$ cat src/rtl/fib_seq_ctrl.sv
// Command-driven sequencer for the Fibonacci datapath: clear, paced step pulses, pause/resume/stop, result capture.
// Define FIB_SEQ_CYCLE_CNT_EN to add the run_cycles counter output.
module fib_seq_ctrl #(
    parameter int VAL_WIDTH  = 30,
    parameter int CNT_WIDTH  = 16,
    parameter int RATE_WIDTH = 8
) (
    input  logic                  wb_clk_i,
    input  logic                  reset_n,
    input  logic                  cmd_valid,
    output logic                  cmd_ready,
    input  logic [1:0]            cmd_op,
    input  logic [CNT_WIDTH-1:0]  cmd_steps,
    input  logic [RATE_WIDTH-1:0] cmd_rate,
    output logic                  fib_clear,
    output logic                  fib_step,
    input  logic [VAL_WIDTH-1:0]  fib_val,
    input  logic                  fib_ovf,
    output logic [VAL_WIDTH-1:0]  result,
    output logic [CNT_WIDTH-1:0]  steps_done,
    output logic [1:0]            status,
    output logic                  busy,
    output logic                  irq_done
`ifdef FIB_SEQ_CYCLE_CNT_EN
    ,
    output logic [31:0]           run_cycles
`endif
);

    localparam logic [1:0] OP_START  = 2'b00;
    localparam logic [1:0] OP_STOP   = 2'b01;
    localparam logic [1:0] OP_PAUSE  = 2'b10;
    localparam logic [1:0] OP_RESUME = 2'b11;

    localparam logic [1:0] ST_COMPLETE = 2'b00;
    localparam logic [1:0] ST_STOPPED  = 2'b01;
    localparam logic [1:0] ST_OVERFLOW = 2'b10;

    typedef enum logic [2:0] {
        IDLE,
        CLEAR,
        RUN,
        PAUSED,
        DONE
    } state_t;

    state_t                state;
    state_t                state_next;
    logic                  ready_en;
    logic [CNT_WIDTH-1:0]  target;
    logic [RATE_WIDTH-1:0] rate;
    logic [RATE_WIDTH-1:0] prescaler;

    logic cmd_fire;
    logic ovf_hit;
    logic tgt_hit;
    logic complete;
    logic count_go;
    logic step_go;

    // State register.
    always_ff @(posedge wb_clk_i or negedge reset_n) begin
        if (!reset_n) begin
            state <= IDLE;
        end else begin
            state <= state_next;
        end
    end

    // Next-state logic; completion always beats a command in RUN.
    always_comb begin
        state_next = state;
        case (state)
            IDLE, DONE: begin
                if (cmd_fire && cmd_op == OP_START) begin
                    state_next = CLEAR;
                end
            end
            CLEAR: begin
                state_next = RUN;
            end
            RUN: begin
                if (complete) begin
                    state_next = DONE;
                end else if (cmd_fire) begin
                    case (cmd_op)
                        OP_START: state_next = CLEAR;
                        OP_STOP:  state_next = DONE;
                        OP_PAUSE: state_next = PAUSED;
                        default:  state_next = RUN;
                    endcase
                end
            end
            PAUSED: begin
                if (cmd_fire) begin
                    case (cmd_op)
                        OP_START:  state_next = CLEAR;
                        OP_STOP:   state_next = DONE;
                        OP_RESUME: state_next = RUN;
                        default:   state_next = PAUSED;
                    endcase
                end
            end
            default: begin
                state_next = IDLE;
            end
        endcase
    end

    // Output decode. The target check waits until the pulse issued last cycle has landed in fib_val.
    always_comb begin
        ovf_hit  = 1'b0;
        tgt_hit  = 1'b0;
        count_go = 1'b0;
        step_go  = 1'b0;
        if (state == RUN) begin
            ovf_hit = fib_ovf;
            tgt_hit = !fib_ovf && (steps_done == target) && !fib_step;
        end
        complete  = ovf_hit || tgt_hit;
        cmd_ready = ready_en && (state != CLEAR) && !complete;
        cmd_fire  = cmd_valid && cmd_ready;
        if (state == RUN && !complete && !(cmd_fire && cmd_op != OP_RESUME)) begin
            count_go = 1'b1;
            step_go  = (prescaler == rate) && (steps_done < target);
        end
    end

    // Registered strobes derived from the upcoming state.
    always_ff @(posedge wb_clk_i or negedge reset_n) begin
        if (!reset_n) begin
            ready_en  <= 1'b0;
            fib_clear <= 1'b0;
            fib_step  <= 1'b0;
            busy      <= 1'b0;
            irq_done  <= 1'b0;
        end else begin
            ready_en  <= 1'b1;
            fib_clear <= (state_next == CLEAR);
            fib_step  <= step_go;
            busy      <= (state_next == CLEAR) || (state_next == RUN) || (state_next == PAUSED);
            irq_done  <= (state_next == DONE) && (state != DONE);
        end
    end

    // Command latches, step pacing and result capture.
    always_ff @(posedge wb_clk_i or negedge reset_n) begin
        if (!reset_n) begin
            target     <= '0;
            rate       <= '0;
            prescaler  <= '0;
            steps_done <= '0;
            result     <= '0;
            status     <= ST_COMPLETE;
        end else if (cmd_fire && cmd_op == OP_START) begin
            target     <= cmd_steps;
            rate       <= cmd_rate;
            prescaler  <= '0;
            steps_done <= '0;
            status     <= ST_COMPLETE;
        end else if (complete) begin
            result <= fib_val;
            status <= ovf_hit ? ST_OVERFLOW : ST_COMPLETE;
        end else if (cmd_fire && cmd_op == OP_STOP && (state == RUN || state == PAUSED)) begin
            result <= fib_val;
            status <= ST_STOPPED;
        end else if (step_go) begin
            steps_done <= steps_done + CNT_WIDTH'(1);
            prescaler  <= '0;
        end else if (count_go) begin
            prescaler <= prescaler + RATE_WIDTH'(1);
        end
    end

`ifdef FIB_SEQ_CYCLE_CNT_EN
    // Counts RUN cycles only, so time spent PAUSED is excluded; saturates rather than wrapping.
    always_ff @(posedge wb_clk_i or negedge reset_n) begin
        if (!reset_n) begin
            run_cycles <= '0;
        end else if (cmd_fire && cmd_op == OP_START) begin
            run_cycles <= '0;
        end else if (state == RUN && run_cycles != 32'hffff_ffff) begin
            run_cycles <= run_cycles + 32'd1;
        end
    end
`endif

endmodule
$ cat config.mk
export PLATFORM = sky130hd
export DESIGN_NAME = fib_seq_ctrl
export DESIGN_NICKNAME = d
export VERILOG_FILES = /design/src/rtl/fib_seq_ctrl.sv
export SDC_FILE = /design/constraint.sdc
export NUM_CORES = 1
export LEC_CHECK = 0
export ABC_AREA = 1
export CORE_ASPECT_RATIO = 1.75
export CORE_MARGIN = 1
export CORE_UTILIZATION = 50
export DETAILED_ROUTE_END_ITERATION = 12
export PLACE_DENSITY = 0.89
export SLEW_MARGIN = 40
export SYNTH_ARGS = -nofsm -noshare
export SYNTH_HDL_FRONTEND = slang
export SYNTH_SLANG_ARGS = --single-unit
$ cat constraint.sdc
create_clock -name wb_clk_i -period 2.27 [get_ports wb_clk_i]
set_input_delay 0.454 -clock wb_clk_i [delete_from_list [all_inputs] [get_ports wb_clk_i]]
set_output_delay 0.454 -clock wb_clk_i [all_outputs]
set_load 0.05 [all_outputs]
==> results.md, run 1 <==
- Layout area overhead: 44.6%
- Setup crit end kind: output pin
- Number of routed nets with antenna violations: 0
- Fmax: 444 MHz
- Hold Worst Slack: about 0.11 ns
- Max-cap viol count: 0
- DR vias: around 4600
- R2R Setup Slk: ~0.07 ns
- # setup viols final: 0
- Later-pin clock latency in the skew report: 0.34 ns
- Share of cells above drive strength 1: 0.122
- CTS Sinks: between 80 and 90
- Initial antenna violation count: 0
- Cell Area, Synth: 4560 µm²
- Cell variety after synth: 26
- DRC Markers: 0
- Top-area cell type share of the netlist area: 0.483
- YS warnings: 0
- Initial core utilization: 0.519
- Design area: 6590 µm²
- First-pass GRT wire length: a little over 20000 µm
- Core Area: 8780 µm²
- Worst min path class: primary input to asynchronous set/reset pin
- Sequential fraction of the synthesis area: 0.483
- Input/output buffers: 112
- CTS Hold Bufs: 0
- Async SR Flop Fraction: 1.00
- Antenna cells: 0
- Row count: 45
- Vias in the first global route: 4498
- I/O pin count: between 100 and 150
- Placed Cells: 801
- Overall die height: 128 µm
- Largest stage delay on the critical path: 0.44 ns
- Synth area leaders: dfrtp_1, nand2_1, nand3_1, ha_1, inv_1
- Top cells by count, synth: nand2_1, dfrtp_1, nand3_1
- Kind of critical path: register to output pin
- Final period util: 0.991
- Vias per std cell: approximately 5.5
- Layout net count: 784
- Clk root buf: clkbuf_16
- Hpwl dp: 9040 µm
- Tightest Pin Transition: 0.561 ns
- Max_slew headroom: 0.626
- Buf+Inv Stages, Crit Path: 3
- Area leader, netlist: dfrtp_1
- Starting DRT DRC Count: about 510
- Largest net degree at the start of global routing: 46
- Worst r2r path cells: 15
- Critical-path cell list: ha_4 > nand2_1 > inv_1 > nand2_2 > nor2_4 > nand3_2 > nand3_4 > inv_2 > buf_12
- Longest Clk Path Bufs: 2
- R2R Path End: result[15]
- DR WL/cell: 16.0 µm
- Pwr per Cell Area: 1030 nW/µm²
- Critical-path maximum fanout: 2
- Outcome: complete, no violations
- Post-Place Worst Slack: 0.0428 ns
- Synthesized net count: 644
- GPL Wtd Cong: 0.928
- CP Launch Point: steps_done[13]
- LEAKAGE: 3.28 nW
- Grt total ovfl: 0
- CTS Buf Count: 9
- Critical Path AT: between 1.5 and 2 ns
- Final worst slack: 0.0197 ns
- Final Hold Viols: 0
- Worst r2r src: target[14]
- DP Area: 6000 µm²
- H-Tree Depth: 3
- Pre-antenna DRT Iters: 6
- Final core utilization: 0.750
- Worst EP required: approximately 1.8 ns
- Synth Instances: 566
- Maximum vdd drop: 0.838 mV
- Largest delay share family, worst path: simple AND/OR/NAND/NOR gates
- Die area: 9510 µm²
- Clk slew on worst S/H paths: 0.07 ns
- Fin Clk Skew: 0.00688 ns
- Top FF cell, synth: dfrtp_1
- Post-route insts no fill: 828
- CTS tree: done
- Flops & latches, synth: 88
- Final wirelength: approximately 13000 µm
- GRT Resource Usage Total: 0.282
- Avg Inst Size Synth: 8.05 µm²
- Die Wd: approximately 74 µm
- Filler instances: 572
- Final Max Tran Viols: 0
- Most common cell in the netlist: nand2_1
- Minimum clock period: 2.25 ns
- Critical-path top delay cell: dfrtp_1
- Number of synthesized flops with an enable pin: 0
- Crit start category: register
==> placed cells by master (no fill, tap or decap), types with 3 or more instances in the layout <==
| cell type | n |
|---|---|
| buf_12 | 7 |
| ha_4 | 7 |
| nand4_1 | 28 |
| o21ai_0 | 22 |
| nand2_2 | 4 |
| nor2_4 | 3 |
| xor2_1 | 11 |
| dfrtp_1 | 86 |
| nand2_1 | 177 |
| buf_6 | 5 |
| nor2_1 | 29 |
| inv_1 | 49 |
| a21oi_1 | 9 |
| xnor2_1 | 11 |
| inv_2 | 8 |
| clkbuf_16 | 11 |
| buf_4 | 27 |
| clkdlybuf4s50_1 | 110 |
| ha_1 | 11 |
| nand3_1 | 73 |
==> metal layers <==
metal,part of all wire,global-route usage
met1,0.34,0.315
met2,0.54,0.472
met3,0.067,0.0550
met4,0.055,0.186
met5,0,0
==> sequential cells by signal, indices dropped and copies added (netlist names) <==
| register | cells |
|---|---|
| busy | 1 |
| fib_clear | 1 |
| fib_step | 1 |
| irq_done | 1 |
| prescaler | 8 |
| rate | 8 |
| ready_en | 1 |
| result | 30 |
| state | 3 |
| status | 2 |
| steps_done | 16 |
| target | 16 |
==> through the flow <==
step	power, mW	TNS [ns]
after global routing	7.15	-1.80
after CTS	6.67	0
after detailed placement	5.07	0
after global placement	4.97	0
final	6.81	0
after floorplan	4.03	0
==> what timing repair did <==
item                                    in CTS  in global routing
gates cloned                                 0                  3
hold endpoints to repair                     0                  0
buffers inserted                             3                  5
endpoints found under the setup margin       1                 82
gates resized for setup                      4                 27
pin swaps                                    2                  9
==> logic make-up (layout without fill, tap and decap cells) <==
logic type / count (synthesis) / count (layout) / share of synthesized area
compound gates: 32 / 32 / 0.0357
xor+xnor: 22 / 22 / 0.0423
fa+ha+maj: 18 / 18 / 0.0494
buf+inv: 80 / 225 / 0.0733
flops: 88 / 88 / 0.483
other cells: 1 / 1 / 0.000823
simple gates: 325 / 325 / 0.315
==> power breakdown <==
| part | total, mW | internal (mW) | switching (mW) |
|---|---|---|---|
| Sequential | 2.29 | 2.02 | 0.276 |
| Clock | 1.58 | 0.965 | 0.614 |
| Combinational | 2.94 | 1.04 | 1.90 |
| Total | 6.81 | 4.02 | 2.78 |
==> worst max path at each step <==
stage	endpoint	slack, ns	cells past startpoint
after floorplan	cmd_ready	0.03	8
final	cmd_ready	0.02	9
after detailed placement	prescaler[2]	0.04	12
after global routing	result[10]	-0.07	14
after CTS	cmd_ready	0.005	9
after global placement	prescaler[0]	0.08	12
==> area by class of cell <==
| cell class | count | area [µm²] | share of cell area |
|---|---|---|---|
| Inverter | 58 | 218 | 0.0330 |
| Tap cell | 117 | 146 | 0.0222 |
| Timing Repair Buffer | 151 | 1550 | 0.235 |
| Sequential cell | 88 | 2200 | 0.335 |
| Clock buffer | 11 | 233 | 0.0353 |
| Multi-Input combinational cell | 398 | 2160 | 0.327 |
| Clock inverter | 5 | 81.3 | 0.0123 |
Power figures use the tool's default switching activity.
==> run 2, diff against run 1 <==
GPL_TIMING_DRIVEN = 1   (was not set)
RECOVER_POWER = 25   (was not set)
==> run 2 against run 1 <==
  * Routed wire length increased by 0.26%
  * Count of clock-buffer cells in the layout unchanged
  * Worst hold slack improved by 0.21 ns
  * Sequential share of layout area about the same
==> results.md, run 2 (synthesis results as in run 1) <==
- Outcome: complete, no violations
- Design area: 6590 µm²
- Kind of critical path: register to output pin
- # setup viols final: 0
- Vias in the first global route: 4498
- Max_slew headroom: 0.266
- Commonest non-fill, non-tap cell in the layout: nand2_1
- Commonest non-fill, non-tap cells in the layout: nand2_1, clkdlybuf4s50_1, dfrtp_1, nand3_1, inv_1
- GRT Resource Usage Total: 0.282
- Grt total ovfl: 0
- Final Hold Viols: 0
- First-pass GRT wire length: ~20000 µm
- Tightest Pin Transition: 1.10 ns
- Pwr per Cell Area: around 1000 nW/µm²
- Vias per std cell: 5.54
- CTS Buf Count: 9
- Later-pin clock latency in the skew report: roughly 0.34 ns
- Longest Clk Path Bufs: 2
- Initial core utilization: 0.519
- Die area: 9510 µm²
- Fin Clk Skew: 0.00699 ns
- CTS Hold Bufs: 0
- Post-Place Worst Slack: 0.0428 ns
- Final period util: 0.991
- Worst min path class: primary input to asynchronous set/reset pin
- Overall die height: 128 µm
- H-Tree Depth: 3
- Die Wd: 74.2 µm
- Minimum clock period: ~2.2 ns
- GPL Wtd Cong: 0.928
- Clk root buf: clkbuf_16
- Worst EP required: 1.82 ns
- Clk slew on worst S/H paths: approximately 0.070 ns
- Max reg flops: 30
- CTS tree: done
- Share of cells above drive strength 1: 0.122
- Final worst slack: 0.0201 ns
- Layout net count: a little under 800
- Antenna cells: 0
- Regs by FF count: result: 30 flops, steps_done: 16 flops, target: 16 flops
- LEAKAGE: approximately 3.3 nW
- Crit start category: register
- Fmax: 444 MHz
- Number of routed nets with antenna violations: 0
- Final Max Tran Viols: 0
- I/O pin count: about 110
- Critical-path maximum fanout: 2
- Core Area: a little under 9000 µm²
- DRC Markers: 0
- Layout area overhead: 44.5%
- Largest net degree at the start of global routing: 46
- Critical Path AT: about 1.8 ns
- Max-cap viol count: 0
- Hpwl dp: 9040 µm
- Setup crit end kind: output pin
- DR vias: 4586
- DP Area: ~6000 µm²
- Pre-antenna DRT Iters: 6
- Final wirelength: 13300 µm
- CTS Sinks: just under 90
- Row count: 45
- Initial antenna violation count: 0
- Starting DRT DRC Count: ~510
- Input/output buffers: approximately 110
- DR WL/cell: 16.0 µm
- Biggest register: result
- Maximum vdd drop: 0.838 mV
## run 2: changes by cell type in the layout (fill, tap and decap cells not counted), sizes merged
cell    change
buf         -1
clkbuf      +1
## run 2: layer usage
metal / share of wire / GRT usage / up-vias / wire [µm]
met5: 0 / 0 / - / 0
met1: 0.34 / 0.315 / 2178 / 4540
met3: 0.068 / 0.0550 / 59 / 906
li1: - / - / 2107 / -
met2: 0.54 / 0.472 / 242 / 7110
met4: 0.054 / 0.186 / 0 / 720
## run 2: metrics by stage
step           TNS [ns]  hold slack [ns]  total power [mW]   util  instances
2_1_floorplan         0            0.158              4.03      -        566
3_3_place_gp          0            0.478              4.97  0.683        801
3_5_place_dp          0            0.489              5.07  0.683        801
4_1_cts               0            0.125              6.67  0.722        820
5_1_grt           -1.80            0.417              7.15  0.750        828
6_report              0            0.313              6.81  0.750        828
## run 2: worst paths after layout
kind	from	endpoint	slack [ns]	cells past startpoint
worst max-delay path	steps_done[13]	cmd_ready	0.02	9
worst min-delay path	reset_n	steps_done[13]	0.31	1
worst max register to register	target[14]	result[15]	0.07	15
worst min register to register	rate[4]	rate[4]	0.51	2
max in group asynchronous	reset_n	result[26]	1.16	2
min in group wb_clk_i	rate[4]	rate[4]	0.51	2
## run 2: what timing repair did
| action | in CTS | in global routing |
|---|---|---|
| setup endpoints to repair | 1 | 82 |
| cloned | 0 | 3 |
| pin swaps | 2 | 9 |
| resized for setup | 4 | 27 |
| buffers inserted | 3 | 5 |
## run 2: critical path, cell delays in order, from the launching register on
cell     delay (ns)
dfrtp_1        0.43
ha_4           0.30
nand2_1        0.05
inv_1          0.06
nand2_2        0.08
nor2_4         0.12
nand3_2        0.12
nand3_4        0.10
inv_2          0.05
buf_12         0.14
## run 2: final cells by class
class	instances	area [µm²]
sequential	88	2200
fill	573	2200
multi-input combinational	398	2160
timing repair buffer	151	1550
clock buffer	11	233
inverter	58	218
tap	117	146
clock inverter	5	81.3
## run 2: where the power goes
group          internal, mW  switching, mW  total (mW)
Combinational          1.04           1.89        2.93
Clock                 0.965          0.615        1.58
Sequential             2.02          0.277        2.30
==> run 3, diff against run 2 <==
==> constraint.sdc (replaced) <==
create_clock -name wb_clk_i -period 2.27 [get_ports wb_clk_i]
set_input_delay 0.3405 -clock wb_clk_i [delete_from_list [all_inputs] [get_ports wb_clk_i]]
set_output_delay 0.3405 -clock wb_clk_i [all_outputs]
set_load 0.05 [all_outputs]
==> run 3 against run 2 <==
  * Combinational power is 4% lower
  * First-iteration DRC count is 51% lower
  * Via count shrank 4.8%
==> results.md, run 3 (synthesis results as in run 1) <==
- DRC Markers: 0
- Design area: between 6000 and 7000 µm²
- DP Area: 5960 µm²
- Largest stage delay on the critical path: ~0.42 ns
- I/O pin count: ~110
- Antenna cells: 0
- Row count: 45
- CTS tree: done
- Total power: 6.58 mW
- Starting DRT DRC Count: ~250
- Later-pin clock latency in the skew report: 0.33 ns
- LEAKAGE: 3.18 nW
- Commonest non-fill, non-tap cell in the layout: nand2_1
- First-pass GRT wire length: between 15000 and 20000 µm
- Post-Place Worst Slack: -0.00513 ns
- Clk root buf: clkbuf_16
- Input/output buffers: between 100 and 150
- Kind of critical path: register to output pin
- Critical-path maximum fanout: 4
- # setup viols final: 0
- Setup_tns: 0 ns
- Final Hold Viols: 0
- Worst r2r src: steps_done[15]
- Setup crit end: cmd_ready
- Grt total ovfl: 0
- Outcome: complete, no violations
- Initial antenna violation count: 0
- Pre-antenna DRT Iters: 5
- Max reg flops: 30
- Longest Clk Path Bufs: 2
- Worst min path class: primary input to asynchronous set/reset pin
- Setup crit end kind: output pin
- Regs by FF count: result: 30 flops, steps_done: 16 flops, target: 16 flops
- Final wirelength: 12100 µm
- Max-cap viol count: 0
- Commonest non-fill, non-tap cells in the layout: nand2_1, clkdlybuf4s50_1, dfrtp_1, nand3_1, inv_1
- Critical-path top delay cell: dfrtp_1
- Final Max Tran Viols: 0
- Crit start category: register
- Overall die height: 128 µm
- Maximum vdd drop: 0.912 mV
- CTS Buf Count: 9
- Tightest Pin Transition: 1.09 ns
- R2R Setup Slk: about 0.080 ns
- Initial core utilization: 0.519
- Final core utilization: 0.720
- R2R Path End: steps_done[10]
- Minimum clock period: between 2 and 2.5 ns
- Share of cells above drive strength 1: 0.0886
- Die Wd: 74.2 µm
- Final worst slack: a little over 0.05 ns
- Max_slew headroom: 0.272
- GRT Resource Usage Total: 0.265
- Die area: 9510 µm²
- DR WL/cell: roughly 15 µm
- RSZ-0062 raised after global routing: yes
- GPL Wtd Cong: 0.956
- Critical-path cell list: ha_1 > nand2_1 > inv_1 > nand2_1 > nor2_2 > nand3_2 > nand3_4 > inv_1 > buf_12
- Vias per std cell: 5.35
- Biggest register: result
- Number of routed nets with antenna violations: 0
- Worst r2r path cells: 13
- Fmax: ~450 MHz
- Pwr per Cell Area: 1040 nW/µm²
- Core Area: roughly 9000 µm²
- Largest net degree at the start of global routing: 46
- Layout area overhead: 38.7%
- Fin Clk Skew: 0.00567 ns
- Layout net count: 773
- Hpwl dp: 8810 µm
- Worst EP required: 1.93 ns
- Critical Path AT: 1.88 ns
- Clk slew on worst S/H paths: 0.06 ns
- Vias in the first global route: 4306
- Final period util: 0.977
- DR vias: 4367
- H-Tree Depth: 3
- CTS Hold Bufs: 0
- CTS Sinks: 88
- CP Launch Point: steps_done[15]
[run 3: timing repair]
item                                    CTS  global route
pin swaps                                 0             3
buffers inserted                          1             1
endpoints found under the setup margin    9            32
resized for setup                         1            10
[run 3: area by class of cell]
cell class	count	area, µm²
clock buffer	12	256
clock inverter	4	52.6
fill	645	2460
inverter	58	218
multi-input combinational	398	2070
sequential	88	2200
tap	117	146
timing repair buffer	140	1370
[run 3: worst min-delay path by stage]
stage                     startpoint              to
after CTS                    reset_n       result[4]
after detailed placement     reset_n       target[6]
final                        reset_n  steps_done[13]
after floorplan              reset_n            busy
after global placement       reset_n       target[6]
after global routing         reset_n   steps_done[7]
[run 3: metal layers]
layer / vias to the layer above / part of all wire / global-route usage
li1: 2080 / - / -
met1: 2068 / 0.37 / 0.292
met2: 185 / 0.53 / 0.453
met3: 34 / 0.061 / 0.0637
met4: 0 / 0.040 / 0.148
met5: - / 0 / 0
[run 3: per-stage QoR]
step           cells  hold slack (ns)
2_1_floorplan    566           0.0449
3_3_place_gp     799            0.364
3_5_place_dp     799            0.377
4_1_cts          816           0.0171
5_1_grt          817            0.292
6_report         817            0.203
[run 3: critical path, delay by kind of cell, from the launching register on]
kind / cells / cell delay (ns)
AND/OR/NAND/NOR: 5 / 0.52
flip-flops: 1 / 0.42
adder cells (fa/ha/maj): 1 / 0.32
buffers and inverters: 3 / 0.28
[run 3: report_power, final]
part           switching (mW)  internal (mW)
registers               0.260           2.02
logic                    1.84          0.966
clock network           0.588          0.913
total                    2.68           3.90
